<file path="src/rtl/if_id_pipe_buffer.sv">
// IF/ID pipeline register with a valid/ready handshake and a 2-entry skid buffer.
// It also carries a registered redirect path from ID back to IF.
module if_id_pipe_buffer #(
  parameter int                    CORE         = 0,
  parameter int                    DATA_WIDTH   = 32,
  parameter int                    ADDRESS_BITS = 20,
  parameter logic [DATA_WIDTH-1:0] NOP          = 32'h00000013
) (
  input  logic                    clock,
  input  logic                    reset,
  input  logic                    if_valid,
  output logic                    if_ready,
  input  logic [DATA_WIDTH-1:0]   if_instruction,
  input  logic [ADDRESS_BITS-1:0] if_inst_PC,
  output logic                    id_valid,
  input  logic                    id_ready,
  output logic [DATA_WIDTH-1:0]   id_instruction,
  output logic [ADDRESS_BITS-1:0] id_inst_PC,
  input  logic                    flush,
  input  logic                    id_redirect,
  input  logic [ADDRESS_BITS-1:0] id_redirect_target,
  input  logic [1:0]              id_next_PC_select,
  output logic                    if_redirect,
  output logic [ADDRESS_BITS-1:0] if_redirect_target,
  output logic [1:0]              if_next_PC_select,
  output logic [1:0]              occupancy
);

  typedef enum logic [1:0] {
    EMPTY = 2'd0,
    ONE   = 2'd1,
    FULL  = 2'd2
  } state_t;

  state_t                  state, next_state;
  logic [DATA_WIDTH-1:0]   head_instr, skid_instr;
  logic [ADDRESS_BITS-1:0] head_pc, skid_pc;
  logic                    push, pop;
  logic                    load_head_in, load_head_skid, load_skid;
  logic                    unused_core;

  assign unused_core = (CORE != 0);

  // Handshake flags decode the registered state only, so id_ready never reaches if_ready.
  assign if_ready  = (state != FULL);
  assign id_valid  = (state == ONE) || (state == FULL);
  assign occupancy = state;
  assign push      = if_valid & if_ready;
  assign pop       = id_valid & id_ready;

  assign id_instruction = id_valid ? head_instr : NOP;
  assign id_inst_PC     = id_valid ? head_pc : '0;

  always_comb begin
    next_state     = state;
    load_head_in   = 1'b0;
    load_head_skid = 1'b0;
    load_skid      = 1'b0;
    if (flush) begin
      next_state = EMPTY;
    end else begin
      unique case (state)
        EMPTY: begin
          if (push) begin
            next_state   = ONE;
            load_head_in = 1'b1;
          end
        end
        ONE: begin
          if (push && pop) begin
            load_head_in = 1'b1;
          end else if (push) begin
            next_state = FULL;
            load_skid  = 1'b1;
          end else if (pop) begin
            next_state = EMPTY;
          end
        end
        FULL: begin
          if (pop) begin
            next_state     = ONE;
            load_head_skid = 1'b1;
          end
        end
        default: next_state = EMPTY;
      endcase
    end
  end

  always_ff @(posedge clock) begin
    if (reset) begin
      state <= EMPTY;
    end else begin
      state <= next_state;
    end
  end

  // Payload storage needs no reset; the output mux hides it whenever id_valid is low.
  always_ff @(posedge clock) begin
    if (load_head_in) begin
      head_instr <= if_instruction;
      head_pc    <= if_inst_PC;
    end else if (load_head_skid) begin
      head_instr <= skid_instr;
      head_pc    <= skid_pc;
    end
    if (load_skid) begin
      skid_instr <= if_instruction;
      skid_pc    <= if_inst_PC;
    end
  end

  // The redirect path ignores stall and flush; it is a plain one-cycle delay.
  always_ff @(posedge clock) begin
    if (reset) begin
      if_redirect        <= 1'b0;
      if_redirect_target <= '0;
      if_next_PC_select  <= 2'b00;
    end else begin
      if_redirect        <= id_redirect;
      if_redirect_target <= id_redirect_target;
      if_next_PC_select  <= id_next_PC_select;
    end
  end

endmodule

</file>
<file path="config.mk">
export PLATFORM = sky130hd
export DESIGN_NAME = if_id_pipe_buffer
export DESIGN_NICKNAME = d
export VERILOG_FILES = /design/src/rtl/if_id_pipe_buffer.sv
export SDC_FILE = /design/constraint.sdc
export NUM_CORES = 1
export LEC_CHECK = 0
export BUFFER_PORTS_ARGS = -buffer_cell sky130_fd_sc_hd__buf_4
export CAP_MARGIN = 0
export CORE_UTILIZATION = 55
export DETAILED_ROUTE_END_ITERATION = 12
export MAX_ROUTING_LAYER = met4
export PLACE_DENSITY = 0.95
export SYNTH_ARGS = -nofsm -noshare
export SYNTH_HDL_FRONTEND = slang
export SYNTH_SLANG_ARGS = --single-unit
</file>
<file path="constraint.sdc">
create_clock -name clock -period 8.3 [get_ports clock]
set_clock_uncertainty 0.2 [all_clocks]
set_input_delay 1.66 -clock clock [delete_from_list [all_inputs] [get_ports clock]]
set_output_delay 1.66 -clock clock [all_outputs]
set_load 0.02 [all_outputs]
</file>
Word-level counts from Yosys, hierarchy flattened

Cells that the tools add are included.

Register bits after elaboration: 129
Output and inout bits: 79

Equal/unequal tests: 7
Muxes and demuxes: 22
Bitwise gates (word level): 2
Reduce and logical (&&, ||, !) cells: 6

Operator list:

| operator                                                              | count |
|---|---|
| 32-bit two-way mux                                                    | 3 |
| 20-bit two-way mux                                                    | 3 |
| 2-bit two-way mux                                                     | 5 |
| 1-bit two-way mux                                                     | 9 |
| 2-bit != test, second input constant                                  | 4 |
| 2-bit case mux with 3 select lines                                    | 1 |
| 4-bit AND reduction                                                   | 1 |
| 3-bit != test, second input constant                                  | 1 |
| 1-bit AND                                                             | 2 |
| 2-bit by 1-bit equality test with 1-bit output, second input constant | 1 |
| 2-bit equality test, second input constant                            | 1 |
| 2-bit zero test                                                       | 1 |
| 1-bit case mux with 2 select lines                                    | 1 |
| 2-bit nonzero test                                                    | 1 |
| 2-bit OR reduction                                                    | 1 |
| 1-bit logical AND                                                     | 1 |
| 1-bit logical OR                                                      | 1 |

Longest topological paths before layout

Gate-level depths: netlist (run 1).

Word-level depth: 8
Gate-level depth with buffers: 8
Mapped depth without buffers: 6

Worst setup path before layout (run 1)

Ideal clock, no wire load.

Kind: input-to-reg
Start: input port if_valid
End: register head_instr[0] (enable)
Data arrival time: 4.532 ns
Slack: 3.089 ns
Stages: 3
Buffers on the path: 0
Cells stage by stage: nor2b_2 a22oi_4 a21oi_1

Word-level cells in the longest chain between the ends: 6
Elaborated cells on any way between the ends: 7
Classes of those cells: 4 x mux; 1 x bitwise; 2 x reduce/logical

Ends and longest elaborated chain:

| item                                   | RTL line | text |
|---|---|---|
| from (decl)                            | 11       | `input logic if_valid,` |
| 1-bit AND (*)                          | 48       | `assign push = if_valid & if_ready;` |
| 1-bit logical AND                      | 70       | `if (push && pop) begin` |
| 1-bit two-way mux                      | 70       |  |
| 1-bit case mux with 2 select lines (*) | 62       | `unique case (state)` |
| 1-bit two-way mux (*)                  | 59       | `if (flush) begin` |
| 2-bit nonzero test (no line) (*)       | -        |  |
| to (signal assigned)                   | 101      | `head_instr <= if_instruction;` |
| to (signal assigned)                   | 104      | `head_instr <= skid_instr;` |
| to (decl)                              | 36       | `logic [DATA_WIDTH-1:0] head_instr, skid_instr;` |

Every way passes the cells marked *; elsewhere a longest branch is shown, timed or not.
A chain may end at the register's enable or synchronous reset.

Worst setup path after layout (run 1)

Start: register state[0] (netlist: occupancy[0])
End: output port id_inst_PC[1]

Word-level cells in the longest chain between the ends: 3
Elaborated cells on any way between the ends: 4
Classes of those cells: 2 x eq/ne; 1 x mux; 1 x reduce/logical

Ends and longest elaborated chain:

| item                                                                                  | RTL line | text |
|---|---|---|
| from (decl)                                                                           | 35       | `state_t state, next_state;` |
| from (signal assigned)                                                                | 94       | `state <= next_state;` |
| 2-bit by 1-bit equality test with 1-bit output or 2-bit equality test (tied branches) | 46       | `assign id_valid = (state == ONE) \|\| (state == FULL);` |
| 1-bit logical OR (*)                                                                  | 46       |  |
| 20-bit two-way mux (*)                                                                | 52       | `assign id_inst_PC = id_valid ? head_pc : '0;` |
| to (decl)                                                                             | 18       | `output logic [ADDRESS_BITS-1:0] id_inst_PC,` |

Marks and branches as above.

==> run metrics, run 1 <==
pwr/cell area 229 mW/mm2; RSZ-0062 raised after global routing false; Worst VDD drop 0.137 mV; detailed route wirelength on metal2 5.58 mm; Post-route DRC 0; met1 wire length 3.86 mm; post-synthesis area per instance 17.6 um2; Placeable Area 0.00924 mm2; CP required 6440 ps; Slew HR 35.4%; vias in the first global route 3,142; Crit path arrival time 2530 ps; FP Rows 35; Power Total 1.62 mW; drt total wl 10.0 mm; Comb power frac 10.9%; area of placed instances 0.00650 mm2; cell area after synthesis 0.00525 mm2; Lkg Pwr 2.92 nW; fin cells 608; Final GP Congestion 0.707; Routed Antenna Nets 0; area delta synth->final 34.8%; setup repair bufs after CTS 0; total grt overflow 0; DR vias/cell 4.86; sw frac 22.9%; Crit Path Class reg2out; total negative slack 0 ps; Die Ht 99.7 um; transition time of the tightest slew-check pin 969 ps; antenna violations before repair 0; CP Cell Sequence inv_1, ha_1, buf_4, and2_1, buf_4; pin count of the biggest net entering global routing 53; number of clock sinks 129; Worst path max stage delay 720 ps; final critical-path required period 4390 ps; Longest Clk Path Bufs 2; CTS tree built; detailed route wirelength on metal3 350 um; Inserted Clock Buffers 17; Max Transition Viols Final 0; fin area 0.00708 mm2; CP Launch Type flop; f_max 228 MHz; initial detailed-routing violation count 107; internal power 1.25 mW; CTS Hold Bufs 0; most common cell after layout, fill and taps aside buf_4; Slowest-stage cell, CP ha_1; Fin. Hold Viols 0; YS warnings 0; # placed instances 576; global-route wire length before repair 15.2 mm; sequential element share of the synthesized area 69.1%; post-cts repair resize count 0; post-synthesis instance total 298; status completed; Starting Density 56.8%; die width 99.7 um; Clock transition at path regs 60 ps; P_sw 0.370 mW; wire per inst 16.4 um; clock root cell clkbuf_8; Max FO, Critical Path 30; #FFs+latches synth 129; Clock power frac 43.7%; die area 0.00994 mm2; Crit. End Element output pin; commonest cells after routing, fill and taps aside 162 x buf_4, 104 x edfxtp_1, 50 x mux2_4, 50 x and2_1, 25 x dfxtp_1; Max Cap Viol 0; Hold Crit Class reg2reg; via count 2,952; # setup viols final 0; share of post-route cells with drive strength above 1 52.4%; Layout Nets 551; Final Cycle Share 52.9%; Port Buffers 158; Post-Syn Nets 383; I/O Pins 159; all-layer global routing usage 21.4%; Top cell by count, worst path buf_4; H-tree depth 4; Top Layer Used met4; Synth cell types 26; Reg power frac 45.4%; DR pass1 iterations 4; Finished Core Util 76.6%; Diodes inserted 0; Detail Placement HPWL 6.63 mm; clk_lat worst skew 490 ps
## layer usage
metal  GRT usage [%]  up-vias
li1                -     1420
met1            22.8     1414
met4            9.62        0
met3            4.99       21
met5               -        -
met2            37.8       97
## critical path: cells and delay by family, from the launching register on
kind	cells	cell delay, ps
buffers and inverters	3	660
adder cells (fa/ha/maj)	1	720
AND/OR/NAND/NOR	1	220
flip-flops	1	420
## path summary, 6_finish.rpt
path | start | end | slack, ps | cells past startpoint
hold reg to reg | skid_instr[24]$_DFFE_PP_ | head_instr[24]$_DFFE_PP_ | 340 | 1
setup reg to reg | occupancy[0]$_SDFFE_PP0P_ | head_pc[10]$_DFFE_PP_ | 4880 | 7
hold / removal | skid_instr[24]$_DFFE_PP_ | head_instr[24]$_DFFE_PP_ | 340 | 1
setup / recovery | occupancy[0]$_SDFFE_PP0P_ | id_inst_PC[1] | 3910 | 5
## sequential cells by signal, indices dropped and copies added (netlist names)
register,flops
if_next_PC_select,2
skid_instr,32
if_redirect,1
head_pc,20
occupancy,2
if_redirect_target,20
skid_pc,20
head_instr,32
## power groups by stage
stage / logic [mW] / registers, mW / clock network (mW)
final: 0.177 / 0.735 / 0.707
after CTS: 0.179 / 0.735 / 0.720
after detailed placement: 0.177 / 0.748 / 0
after floorplan: 0.0960 / 0.755 / 0
after global routing: 0.187 / 0.736 / 0.747
after global placement: 0.171 / 0.747 / 0
## layout make-up
type | instances | area [um2]
Multi-Input combinational cell | 153 | 1490
Fill cell | 510 | 2160
Clock inverter | 15 | 161
Inverter | 3 | 11.3
Timing Repair Buffer | 162 | 1220
Sequential cell | 129 | 3620
Tap cell | 129 | 161
Clock buffer | 17 | 414
## cells in the mapped netlist, drive strengths merged
| cell | n | area, um2 |
|---|---|---|
| a21oi | 3 | 15.0 |
| a22oi | 1 | 21.3 |
| and2 | 50 | 313 |
| and3 | 1 | 11.3 |
| and4b | 1 | 10.0 |
| buf | 6 | 111 |
| clkbuf | 7 | 26.3 |
| dfxtp | 25 | 500 |
| edfxtp | 104 | 3120 |
| ha | 5 | 62.6 |
| inv | 3 | 11.3 |
| mux2 | 53 | 785 |
| nand2 | 3 | 11.3 |
| nand2b | 4 | 25.0 |
| nor2 | 2 | 23.8 |
| nor2b | 25 | 159 |
| o211ai | 1 | 7.51 |
| o21bai | 1 | 7.51 |
| o221ai | 1 | 8.76 |
| o41ai | 1 | 8.76 |
| or2 | 1 | 6.26 |
## metrics by stage
step / hold slack [ps] / setup WS [ps]
2_1_floorplan: 301 / 3090
3_3_place_gp: 308 / 4510
3_5_place_dp: 318 / 4410
4_1_cts: 343 / 3860
5_1_grt: 348 / 3740
6_report: 343 / 3910
## cells by family after synthesis
group / synth area share, %
muxes: 14.9
buffers and inverters: 2.84
adders and majority gates: 1.19
and+or+nand+nor: 10.7
DFF: 69.1
AOI/OAI and AO/OA: 1.31
Power figures use the tool's default switching activity.
==> run 2: changes to the inputs <==
--- a/config.mk
+++ b/config.mk
@@ -7,10 +7,10 @@
 export LEC_CHECK = 0
 export BUFFER_PORTS_ARGS = -buffer_cell sky130_fd_sc_hd__buf_4
 export CAP_MARGIN = 0
-export CORE_UTILIZATION = 55
+export CORE_UTILIZATION = 51
 export DETAILED_ROUTE_END_ITERATION = 12
 export MAX_ROUTING_LAYER = met4
-export PLACE_DENSITY = 0.95
+export PLACE_DENSITY = 0.89
 export SYNTH_ARGS = -nofsm -noshare
 export SYNTH_HDL_FRONTEND = slang
 export SYNTH_SLANG_ARGS = --single-unit
==> constraint.sdc (replaced) <==
create_clock -name clock -period 4.6 [get_ports clock]
set_clock_uncertainty 0.2 [all_clocks]
set_input_delay 0.92 -clock clock [delete_from_list [all_inputs] [get_ports clock]]
set_output_delay 0.92 -clock clock [all_outputs]
set_load 0.02 [all_outputs]
==> run metrics, run 2 (synthesis results as in run 1) <==
status completed (unchanged); Max Transition Viols Final 0 (unchanged); global-route wire length before repair 14.0 mm (was 15.2 mm); f_max 275 MHz; Final GP Congestion 0.767 (was 0.707); clk_lat worst skew 510 ps (was 490 ps); vias in the first global route 2,868 (was 3,142); biggest regs head_instr: 32 flops, skid_instr: 32 flops (unchanged); antenna violations before repair 0 (unchanged); CTS Hold Bufs 0 (unchanged); Hold Crit Class reg2reg (unchanged); pwr/cell area 408 mW/mm2 (was 229 mW/mm2); Die Ht 103 um (was 99.7 um); share of post-route cells with drive strength above 1 52.0% (was 52.4%); Slew HR 52.7% (was 35.4%); post-cts repair resize count 0 (unchanged); total grt overflow 0 (unchanged); Diodes inserted 0 (unchanged); RSZ-0062 raised after global routing false (unchanged); FF-to-FF End head_pc[19]$_DFFE_PP_ (was head_pc[10]$_DFFE_PP_); Reg2Reg Depth 7 (unchanged); H-tree depth 4 (unchanged); initial detailed-routing violation count 100 (was 107); Crit Path Class reg2out (unchanged); die area 0.0107 mm2 (was 0.00994 mm2); Worst VDD drop 0.334 mV (was 0.137 mV); drt total wl 9.59 mm (was 10.0 mm); Max FO, Critical Path 29 (was 30); Final Cycle Share 79.1%; Lkg Pwr 2.93 nW (was 2.92 nW); DR pass1 iterations 6 (was 4); FP Rows 36 (was 35); CP required 3480 ps (was 6440 ps); all-layer global routing usage 19.0% (was 21.4%); Layout fillers 633 (was 510); transition time of the tightest slew-check pin 709 ps (was 969 ps); total negative slack 0 ps (unchanged); Longest Clk Path Bufs 2 (unchanged); Crit path arrival time 2520 ps (was 2530 ps); crit path capture id_instruction[25] (was id_inst_PC[1]); CTS tree built (unchanged); I/O Pins 159 (unchanged); pin count of the biggest net entering global routing 53 (unchanged); Port Buffers 158 (unchanged); Power Total 2.89 mW (was 1.62 mW); FF-to-FF setup slack 1210 ps (was 4880 ps); Placeable Area 0.00986 mm2 (was 0.00924 mm2); Routed Antenna Nets 0 (unchanged); clock root cell clkbuf_8 (unchanged); Inserted Clock Buffers 17 (unchanged); die width 103 um (was 99.7 um); via count 2,943 (was 2,952); CP Launch Type flop (unchanged); Max Cap Viol 0 (unchanged); Detail Placement HPWL 6.72 mm (was 6.63 mm); Post-route DRC 0 (unchanged); Layout Nets 551 (unchanged); Reg-to-Reg Start occupancy[1]$_SDFFE_PP0P_ (was occupancy[0]$_SDFFE_PP0P_); wire per inst 15.7 um (was 16.4 um); Clock transition at path regs 60 ps (about the same); Critical path origin occupancy[1]$_SDFFE_PP0P_ (was occupancy[0]$_SDFFE_PP0P_); number of clock sinks 129 (unchanged); commonest cells after routing, fill and taps aside 161 x buf_4, 104 x edfxtp_1, 50 x mux2_4, 50 x and2_1, 25 x dfxtp_1 (was 162 x buf_4, 104 x edfxtp_1, 50 x mux2_4, 50 x and2_1, 25 x dfxtp_1); Starting Density 53.2% (was 56.8%); setup repair bufs after CTS 0 (unchanged); Fin. Hold Viols 0 (unchanged); Crit. End Element output pin (unchanged); area delta synth->final 34.9% (was 34.8%); final critical-path required period 3640 ps; DR vias/cell 4.81 (was 4.86); most common cell after layout, fill and taps aside buf_4 (unchanged); # setup viols final 0 (unchanged)
run 2: cell types whose count changed in the layout (fill, tap and decap cells not counted), sizes merged:
cell,before,now
clkbuf,17,18
inv,5,4
clkinvlp,3,2
clkinv,8,9
run 2: worst min-delay path by stage:
stage / from / to / slack (ps) / cells after the start
final: skid_instr[31]$_DFFE_PP_ / head_instr[31]$_DFFE_PP_ / 330 / 1
after global placement: skid_instr[31]$_DFFE_PP_ / head_instr[31]$_DFFE_PP_ / 310 / 1
after floorplan: skid_instr[31]$_DFFE_PP_ / head_instr[31]$_DFFE_PP_ / 300 / 1
after CTS: skid_instr[31]$_DFFE_PP_ / head_instr[31]$_DFFE_PP_ / 330 / 1
after detailed placement: skid_instr[31]$_DFFE_PP_ / head_instr[31]$_DFFE_PP_ / 320 / 1
after global routing: skid_instr[31]$_DFFE_PP_ / head_instr[31]$_DFFE_PP_ / 340 / 1
run 2: metrics by stage:
| stage | instance area [um2] | instances | utilization [%] | worst slack (ps) | hold slack, ps |
|---|---|---|---|---|---|
| after floorplan | 5250 | 298 | - | 953 | 301 |
| after global routing | 7080 | 612 | 71.7 | 708 | 339 |
| after detailed placement | 6520 | 580 | 66.1 | 1140 | 318 |
| final | 7080 | 612 | 71.7 | 961 | 328 |
| after CTS | 7080 | 612 | 71.7 | 860 | 331 |
| after global placement | 6520 | 580 | 66.1 | 1360 | 308 |
run 2: power breakdown:
part	switching (mW)	internal, mW
Clock	0.480	0.767
Combinational	0.155	0.163
Sequential	0.0112	1.31
run 2: critical path: stages, from the launching register on:
cell,delay [ps]
dfxtp_1,450
inv_1,100
ha_1,740
buf_4,360
and2_1,190
buf_4,150
run 2: per-layer routing:
metal / share of wire (%) / track usage, %
met3: 4.3 / 5.51
met1: 40 / 20.8
met5: 0 / -
met4: 1.7 / 8.56
met2: 54 / 32.2
run 2: layout make-up:
| type | instances | area, um2 | share of cell area [%] |
|---|---|---|---|
| inverters | 3 | 11.3 | 0.159 |
| clock inverters | 14 | 141 | 2.00 |
| flip-flops and latches | 129 | 3620 | 51.2 |
| clock buffers | 18 | 418 | 5.91 |
| multi-input cells | 153 | 1490 | 21.0 |
| repair buffers | 162 | 1230 | 17.4 |
| well taps | 133 | 166 | 2.35 |
==> run 3: changes to the inputs <==
--- a/config.mk
+++ b/config.mk
@@ -7,10 +7,10 @@
 export LEC_CHECK = 0
 export BUFFER_PORTS_ARGS = -buffer_cell sky130_fd_sc_hd__buf_4
 export CAP_MARGIN = 0
-export CORE_UTILIZATION = 51
+export CORE_UTILIZATION = 46
 export DETAILED_ROUTE_END_ITERATION = 12
 export MAX_ROUTING_LAYER = met4
-export PLACE_DENSITY = 0.89
+export PLACE_DENSITY = 0.86
 export SYNTH_ARGS = -nofsm -noshare
 export SYNTH_HDL_FRONTEND = slang
 export SYNTH_SLANG_ARGS = --single-unit
==> constraint.sdc (replaced) <==
create_clock -name clock -period 3.15 [get_ports clock]
set_clock_uncertainty 0.2 [all_clocks]
set_input_delay 0.63 -clock clock [delete_from_list [all_inputs] [get_ports clock]]
set_output_delay 0.63 -clock clock [all_outputs]
set_load 0.02 [all_outputs]
==> run metrics, run 3 (synthesis results as in run 1) <==
initial detailed-routing violation count 73 (was 100); Detail Placement HPWL 6.88 mm (was 6.72 mm); Reg power frac 45.0% (was 45.8%); pwr/cell area 604 mW/mm2 (was 408 mW/mm2); fin cells 621 (was 612); Final GP Congestion 0.696 (was 0.767); post-cts repair resize count 0 (unchanged); drt total wl 10.3 mm (was 9.59 mm); Power Total 4.29 mW (was 2.89 mW); CP Launch Type flop (unchanged); Post-route DRC 0 (unchanged); share of post-route cells with drive strength above 1 52.6% (was 52.0%); Crit. End Element flop (was output pin); vias in the first global route 3,029 (was 2,868); Max Cap Viol 0 (unchanged); via count 2,960 (was 2,943); clk_lat worst skew 410 ps (was 510 ps); Worst VDD drop 0.361 mV (was 0.334 mV); CTS Hold Bufs 0 (unchanged); pin count of the biggest net entering global routing 56 (was 53); most common cell after layout, fill and taps aside buf_4 (unchanged); total negative slack 0 ps (unchanged); die area 0.0118 mm2 (was 0.0107 mm2); Inserted Clock Buffers 17 (unchanged); Clock transition at path regs 60 ps (about the same); Crit Path Class reg2reg (was reg2out); wire per inst 16.5 um (was 15.7 um); transition time of the tightest slew-check pin 1140 ps (was 709 ps); pre-CTS setup slack 122 ps (was 1140 ps); global-route wire length before repair 15.2 mm (was 14.0 mm); final critical-path required period 2990 ps; Die Ht 109 um (was 103 um); # placed instances 588 (was 580); Starting Density 47.8% (was 53.2%); antenna violations before repair 0 (unchanged); Crit path arrival time 2940 ps (was 2520 ps); I/O Pins 159 (unchanged); all-layer global routing usage 18.4% (was 19.0%); CTS tree built (unchanged); # setup viols final 0 (unchanged); total grt overflow 0 (unchanged); status completed (unchanged); f_max 335 MHz; Longest Clk Path Bufs 2 (unchanged); number of clock sinks 129 (unchanged); Max Transition Viols Final 0 (unchanged); fin area 0.00711 mm2 (was 0.00708 mm2); Fin. Hold Viols 0 (unchanged); die width 109 um (was 103 um); Finished Core Util 64.8% (was 71.7%); area delta synth->final 35.5% (was 34.9%); H-tree depth 4 (unchanged); Final Cycle Share 94.8%; Layout Nets 553 (was 551); Routed Antenna Nets 0 (unchanged); Max FO, Critical Path 26 (was 29); FP Rows 38 (was 36); clock root cell clkbuf_16 (was clkbuf_8); Worst Slack Setup Final 164 ps (was 961 ps); area of placed instances 0.00652 mm2 (about the same); RSZ-0062 raised after global routing false (unchanged); Slew HR 23.8% (was 52.7%); DR pass1 iterations 4 (was 6); CP required 3110 ps (was 3480 ps); Clock power frac 44.0% (was 43.2%); sw frac 22.3% (was 22.4%); biggest regs head_instr: 32 flops, skid_instr: 32 flops (unchanged); P_sw 0.959 mW (was 0.646 mW); Hold Crit Class in2reg (was reg2reg); Placeable Area 0.0110 mm2 (was 0.00986 mm2); Comb power frac 11.0% (about the same); DR vias/cell 4.77 (was 4.81); internal power 3.33 mW (was 2.24 mW); commonest cells after routing, fill and taps aside 163 x buf_4, 104 x edfxtp_1, 50 x mux2_4, 50 x and2_1, 25 x dfxtp_1 (was 161 x buf_4, 104 x edfxtp_1, 50 x mux2_4, 50 x and2_1, 25 x dfxtp_1); Port Buffers 158 (unchanged); Diodes inserted 0 (unchanged); hold slack 208 ps (was 328 ps); Lkg Pwr 2.94 nW (was 2.93 nW)
## run 3: power by group through the flow
stage	sequential, mW	combinational, mW	clock [mW]
after global placement	1.96	0.454	0
after floorplan	1.99	0.254	0
after global routing	1.94	0.503	2.00
after detailed placement	1.97	0.471	0
after CTS	1.93	0.473	1.93
final	1.93	0.472	1.89
## run 3: path summary, 6_finish.rpt
kind | startpoint | to | slack [ps] | depth (start not counted)
setup / recovery | occupancy[1]$_SDFFE_PP0P_ | head_instr[6]$_DFFE_PP_ | 160 | 6
hold / removal | if_instruction[11] | skid_instr[11]$_DFFE_PP_ | 210 | 1
setup reg to reg | occupancy[1]$_SDFFE_PP0P_ | head_instr[6]$_DFFE_PP_ | 160 | 6
hold reg to reg | skid_instr[31]$_DFFE_PP_ | head_instr[31]$_DFFE_PP_ | 340 | 1
## run 3: cell type report
| class | count | area, um2 |
|---|---|---|
| fill | 784 | 3870 |
| sequential | 129 | 3620 |
| multi-input combinational | 154 | 1500 |
| timing repair buffer | 163 | 1220 |
| clock buffer | 18 | 439 |
| tap | 140 | 175 |
| clock inverter | 14 | 140 |
| inverter | 3 | 11.3 |
## run 3: repair_timing
action,in CTS,in global routing
endpoints found under the setup margin,0,2
buffers inserted,0,0
endpoints found under the hold margin,0,0
## run 3: critical path: stages (launching register included)
cell and delay [ps]:
dfxtp_1 460, inv_1 120, ha_1 340, and3_4 210
a22oi_4 130, nor2_4 910, mux2_4 360
## run 3: layer usage
metal	track usage [%]	vias to the layer above	share of wire, %
li1	-	1414	-
met3	4.90	7	4.5
met4	7.72	0	0.96
met5	-	-	0
met1	18.5	1453	39
met2	33.4	86	56
